===== config.mk =====
export PLATFORM = sky130hd
export DESIGN_NAME = udp_hdmi_send
export DESIGN_NICKNAME = d
export VERILOG_FILES = /design/src/rtl/udp_hdmi_send.sv
export SDC_FILE = /design/constraint.sdc
export NUM_CORES = 1
export LEC_CHECK = 0
export ABC_CLOCK_PERIOD_IN_PS = 2440
export CAP_MARGIN = 30
export CELL_PAD_IN_SITES_DETAIL_PLACEMENT = 1
export CELL_PAD_IN_SITES_GLOBAL_PLACEMENT = 1
export CORE_MARGIN = 1.5
export CORE_UTILIZATION = 37
export DETAILED_ROUTE_END_ITERATION = 12
export PLACE_DENSITY = 0.9
export SLEW_MARGIN = 30
export SYNTH_ARGS = -nofsm -noshare
export SYNTH_HDL_FRONTEND = slang
export SYNTH_SLANG_ARGS = --single-unit

===== constraint.sdc =====
create_clock -name clk -period 2.44 [get_ports clk]
set_input_delay 0.366 -clock clk [delete_from_list [all_inputs] [get_ports clk]]
set_output_delay 0.366 -clock clk [all_outputs]
set_load 0.01 [all_outputs]

===== src/rtl/udp_hdmi_send.sv =====
`default_nettype none
// ============================================================================
// Module   : udp_hdmi_send
// Brief    : Reads one DRAM burst into a FIFO and sends it as a UDP packet
//            (4 header words, 1 address word, N payload words).
// Revision : 1.0
// ============================================================================
module udp_hdmi_send #(
    parameter int ADDR_WIDTH = 32,
    parameter int CNT_WIDTH  = 9
) (
    input  logic                  clk,
    input  logic                  rst_n,
    input  logic                  start,
    input  logic [ADDR_WIDTH-1:0] start_addr,
    input  logic [7:0]            start_len,
    input  logic [31:0]           dst_ip,
    input  logic [31:0]           port_pair,
    output logic                  busy,
    output logic                  done,
    output logic [39:0]           ctrl_in,
    output logic                  ctrl_we,
    input  logic [31:0]           data_out,
    input  logic [CNT_WIDTH-1:0]  data_count,
    output logic                  data_re,
    output logic                  w_req,
    input  logic                  w_ack,
    output logic                  w_enable,
    output logic [31:0]           w_data
);

    typedef enum logic [2:0] {
        S_IDLE   = 3'd0,
        S_CMD    = 3'd1,
        S_FILL   = 3'd2,
        S_REQ    = 3'd3,
        S_HEADER = 3'd4,
        S_ADDR   = 3'd5,
        S_DATA   = 3'd6,
        S_DONE   = 3'd7
    } state_t;

    state_t                state_q, state_d;
    logic [ADDR_WIDTH-1:0] addr_q, addr_d;
    logic [7:0]            len_q, len_d;
    logic [31:0]           dst_ip_q, dst_ip_d;
    logic [31:0]           port_pair_q, port_pair_d;
    logic [1:0]            hdr_cnt_q, hdr_cnt_d;
    logic [7:0]            word_cnt_q, word_cnt_d;
    logic                  busy_q, busy_d;
    logic                  done_q, done_d;
    logic                  ctrl_we_q, ctrl_we_d;
    logic [39:0]           ctrl_in_q, ctrl_in_d;
    logic                  w_req_q, w_req_d;
    logic                  w_enable_q, w_enable_d;
    logic [31:0]           w_data_q, w_data_d;

    logic [31:0]           byte_addr;
    logic [31:0]           hdr_len;

    assign byte_addr = 32'({start_addr, 2'b00});
    // Byte count covers the address word plus the payload.
    assign hdr_len   = 32'({1'b0, len_q} + 9'd1) << 2;

    // Registered outputs are loaded on the edge that leaves each state, so
    // the word for a state appears on w_data during the following cycle.
    always_comb begin
        state_d     = state_q;
        addr_d      = addr_q;
        len_d       = len_q;
        dst_ip_d    = dst_ip_q;
        port_pair_d = port_pair_q;
        hdr_cnt_d   = hdr_cnt_q;
        word_cnt_d  = word_cnt_q;
        busy_d      = busy_q;
        done_d      = 1'b0;
        ctrl_we_d   = 1'b0;
        ctrl_in_d   = ctrl_in_q;
        w_req_d     = w_req_q;
        w_enable_d  = w_enable_q;
        w_data_d    = w_data_q;
        data_re     = 1'b0;
        case (state_q)
            S_IDLE: begin
                if (start && (start_len != 8'd0)) begin
                    addr_d      = start_addr;
                    len_d       = start_len;
                    dst_ip_d    = dst_ip;
                    port_pair_d = port_pair;
                    busy_d      = 1'b1;
                    ctrl_we_d   = 1'b1;
                    ctrl_in_d   = {start_len, byte_addr};
                    state_d     = S_CMD;
                end
            end
            S_CMD: state_d = S_FILL;
            S_FILL: begin
                if (data_count >= CNT_WIDTH'(len_q)) begin
                    w_req_d = 1'b1;
                    state_d = S_REQ;
                end
            end
            S_REQ: begin
                if (w_ack) begin
                    w_req_d    = 1'b0;
                    w_enable_d = 1'b1;
                    w_data_d   = dst_ip_q;
                    hdr_cnt_d  = 2'd1;
                    state_d    = S_HEADER;
                end
            end
            S_HEADER: begin
                case (hdr_cnt_q)
                    2'd1:    w_data_d = port_pair_q;
                    2'd2:    w_data_d = 32'h0;
                    2'd3:    w_data_d = hdr_len;
                    default: w_data_d = dst_ip_q;
                endcase
                hdr_cnt_d = hdr_cnt_q + 2'd1;
                if (hdr_cnt_q == 2'd3) begin
                    state_d = S_ADDR;
                end
            end
            S_ADDR: begin
                w_data_d   = 32'(addr_q);
                word_cnt_d = 8'd0;
                state_d    = S_DATA;
            end
            S_DATA: begin
                data_re  = 1'b1;
                w_data_d = data_out;
                if (word_cnt_q == len_q - 8'd1) begin
                    state_d = S_DONE;
                end else begin
                    word_cnt_d = word_cnt_q + 8'd1;
                end
            end
            S_DONE: begin
                w_enable_d = 1'b0;
                done_d     = 1'b1;
                busy_d     = 1'b0;
                state_d    = S_IDLE;
            end
            default: state_d = S_IDLE;
        endcase
    end

    always_ff @(posedge clk or negedge rst_n) begin
        if (!rst_n) begin
            state_q     <= S_IDLE;
            addr_q      <= '0;
            len_q       <= 8'd0;
            dst_ip_q    <= 32'h0;
            port_pair_q <= 32'h0;
            hdr_cnt_q   <= 2'd0;
            word_cnt_q  <= 8'd0;
            busy_q      <= 1'b0;
            done_q      <= 1'b0;
            ctrl_we_q   <= 1'b0;
            ctrl_in_q   <= 40'h0;
            w_req_q     <= 1'b0;
            w_enable_q  <= 1'b0;
            w_data_q    <= 32'h0;
        end else begin
            state_q     <= state_d;
            addr_q      <= addr_d;
            len_q       <= len_d;
            dst_ip_q    <= dst_ip_d;
            port_pair_q <= port_pair_d;
            hdr_cnt_q   <= hdr_cnt_d;
            word_cnt_q  <= word_cnt_d;
            busy_q      <= busy_d;
            done_q      <= done_d;
            ctrl_we_q   <= ctrl_we_d;
            ctrl_in_q   <= ctrl_in_d;
            w_req_q     <= w_req_d;
            w_enable_q  <= w_enable_d;
            w_data_q    <= w_data_d;
        end
    end

    assign busy     = busy_q;
    assign done     = done_q;
    assign ctrl_we  = ctrl_we_q;
    assign ctrl_in  = ctrl_in_q;
    assign w_req    = w_req_q;
    assign w_enable = w_enable_q;
    assign w_data   = w_data_q;

endmodule
`default_nettype wire


==> metrics.yaml <==
run_status:
  status: "completed"
critical_path:
  arrival_ns: 2.55
  worstPathMaxFanout: 10
  startpoint: "len_q[2]"
  worstPathRequired_ns: 2.78
  path_class: "reg2reg"
  end_kind: "flop"
  timing.rr.start: "len_q[2]"
  startpoint_type: "flop"
die:
  rows: 52
  die_y_um: 148
  initial_core_util: 0.381
  die_area_sq_mm: 0.0219
  core_area_sq_mm: 0.0204
  pin_count: 227
  die_w_um: 148
synthesis:
  synth.avg_cell_area_sq_um: 10.6
  synth_cell_type_count: 53
  post-synth-top-area-cell: "dfrtp_1"
  yosysWarnings: 0
  yosysTopAreaCellShare: 0.495
  ys_seq_area_frac: 0.495
  yosysMostFrequentCell: "dfrtp_1"
  ys.flop_type: "dfrtp_1"
  syn_inst: 733
  synth_edf_count: 0
  synth.top_cells.by_area: "dfrtp_1 (49%), mux2_2 (9.4%), mux2_1 (4.3%)"
  synthArstFlopShare: 1.00
  yosys_register_bits: 154
  ys_top_cells_by_count: "dfrtp_1 (154), a21oi_1 (66), mux2_2 (65), nor2_1 (65), o21ai_0 (65)"
  syn_area_sq_mm: 0.00779
sta:
  finalHoldViolations: 0
  post-route-min-period_ns: 2.21
  final.setup.worst_slack_ns: 0.227
  slew_violations: 0
  slew_headroom: 0.504
  clock_skew_ns: 0.0109
  setup_tns_ns: 0
  setup_violations: 0
  tightestPinTransition_ns: 0.742
  hold-worst-slack_ns: 0.448
  max_freq_ghz: 0.452
  rsz0062_at_grt: "false"
  post-route-period-util: 0.907
detailed_routing:
  finalWirelength_mm: 25.8
  ant_nets: 0
  drc: 0
  maxUsedRoutingLayer: "met4"
  via_per_inst: 5.47
  routedWlPerCell_um: 21.3
  num_vias: 6631
  wl_met1_mm: 10.7
  wl_met3_mm: 1.15
  met2_length_mm: 13.3
  firstDrtPassIters: 5
  drt_iter0_drc: 410
clocking:
  cts-root-buf: "clkbuf_16"
  insertion_delay_ns: 0.42
  cts_buffer_depth: 2
  htree_levels: 4
  cts_setup_buffers: 0
  cts_tree: "yes"
  clock-sinks: 154
  numCtsBuffers: 17
  clk_pin_slew_worst_paths_ns: 0.06
place:
  hpwl_mm: 18.6
  pre_cts_slack_ns: -0.168
  dpl-instance-area_sq_mm: 0.0102
  port_buffers: 224
  dp.cells: 1179
  gp_congestion: 0.847
pwr:
  p_seq_frac: 0.344
  ir_worst_vdd_mv: 0.530
  power_density_mw_per_mm2: 1310
  p_comb_frac: 0.470
  switching_share: 0.387
  internal_power_mw: 8.69
  clockPowerShare: 0.186
  power_switching_mw: 5.48
  leakagePower_nw: 4.45
global_routing:
  grt_usage: 0.241
  grt_pass1_vias: 7332
  antenna_found_initial: 2
  grt_start_max_net_pins: 62
  grt_pass1_wl_mm: 40.8
  grt-ovfl-total: 0
finish:
  nNetsFinal: 1092
  post-route-cell-area_sq_mm: 0.0109
  fin_cells: 1213
  layout-drive-gt1-share: 0.148
  area_growth_pct: 39.3
min_path:
  hold_path_class: "in2async"
flow_run:
  drv_cap: 0
-- layout by cell type (no fill, tap or decap), types with 5 or more instances in the layout --
cell and instances:
ha_1 14, clkbuf_16 17, nand2_1 34, buf_4 22, o21ai_0 65, xor2_1 5
clkdlybuf4s50_1 222, o22ai_1 5, xnor2_1 11, nor2_1 65, mux2_2 65, a22oi_1 10
nand3_1 8, inv_1 21, mux2_1 30, dfrtp_1 152, and3_1 5, mux2i_1 5
a21oi_1 65, a221o_1 24, nand2b_1 5, buf_12 6, nand4_1 8
-- area by class of cell --
type | instances | area, sq um
tap | 270 | 338
clock inverter | 11 | 123
inverter | 21 | 78.8
sequential | 154 | 3860
multi-input combinational | 480 | 3440
fill | 2232 | 9580
antenna | 2 | 5.00
timing repair buffer | 255 | 2560
clock buffer | 20 | 457
-- cells by family after synthesis --
family,synth area share
buffers and inverters,0.0692
adders and majority gates,0.0225
xor gates and xnor gates,0.0180
muxes,0.144
AOI/OAI and AO/OA,0.165
DFF,0.495
and+or+nand+nor,0.0866
other,0.000481
-- power by group through the flow --
| stage | sequential (mW) | clock (mW) | combinational (mW) |
|---|---|---|---|
| detailed placement | 4.88 | 0 | 6.57 |
| global route | 5.05 | 2.78 | 7.24 |
| floorplan | 4.68 | 0 | 4.01 |
| global placement | 4.79 | 0 | 6.25 |
| CTS | 4.87 | 2.67 | 6.70 |
| finish | 4.87 | 2.64 | 6.66 |
-- path summary, 6_finish.rpt --
| path | endpoint | slack, ns | cells past startpoint |
|---|---|---|---|
| max reg2reg | word_cnt_q[1] | 0.23 | 6 |
| max in group asynchronous | port_pair_q[15] | 1.33 | 3 |
| min in group clk | port_pair_q[24] | 0.51 | 1 |
| min | len_q[3] | 0.45 | 2 |
| min reg2reg | port_pair_q[24] | 0.51 | 1 |
| max | word_cnt_q[1] | 0.23 | 6 |
-- timing repair --
| action | 4_1_cts | 5_1_grt |
|---|---|---|
| gates resized for setup | 6 | 1 |
| setup endpoints to repair | 1 | 2 |
| hold endpoints to repair | 40 | 0 |
| hold buffers | 1 | 0 |
| pin swaps | 0 | 0 |
-- per-layer routing --
metal | GRT usage | vias to the layer above
met1 | 0.302 | 3391
li1 | - | 3001
met2 | 0.419 | 196
met4 | 0.0822 | 0
met5 | 0 | -
met3 | 0.0457 | 43
-- registers in the layout (all words and copies together) (netlist names) --
name         cells
state_q          3
done             1
word_cnt_q       8
ctrl_we          1
w_enable         1
ctrl_in          1
busy             1
w_data          32
hdr_cnt_q        2
dst_ip_q        32
w_req            1
len_q            7
port_pair_q     32
addr_q          32
-- per-stage QoR --
stage / total power, mW / utilization
floorplan: 8.69 / -
CTS: 14.2 / 0.531
global placement: 11.0 / 0.501
detailed placement: 11.5 / 0.501
global route: 15.1 / 0.531
finish: 14.2 / 0.531
-- critical path, stage by stage, from the launching register on --
cell and delay (ns):
dfrtp_1 0.51, nor4_1 0.51, o21ai_0 0.18, nand4_1 0.14
nand3_2 0.22, a21oi_2 0.32, mux2i_1 0.24
Power figures use the tool's default switching activity.
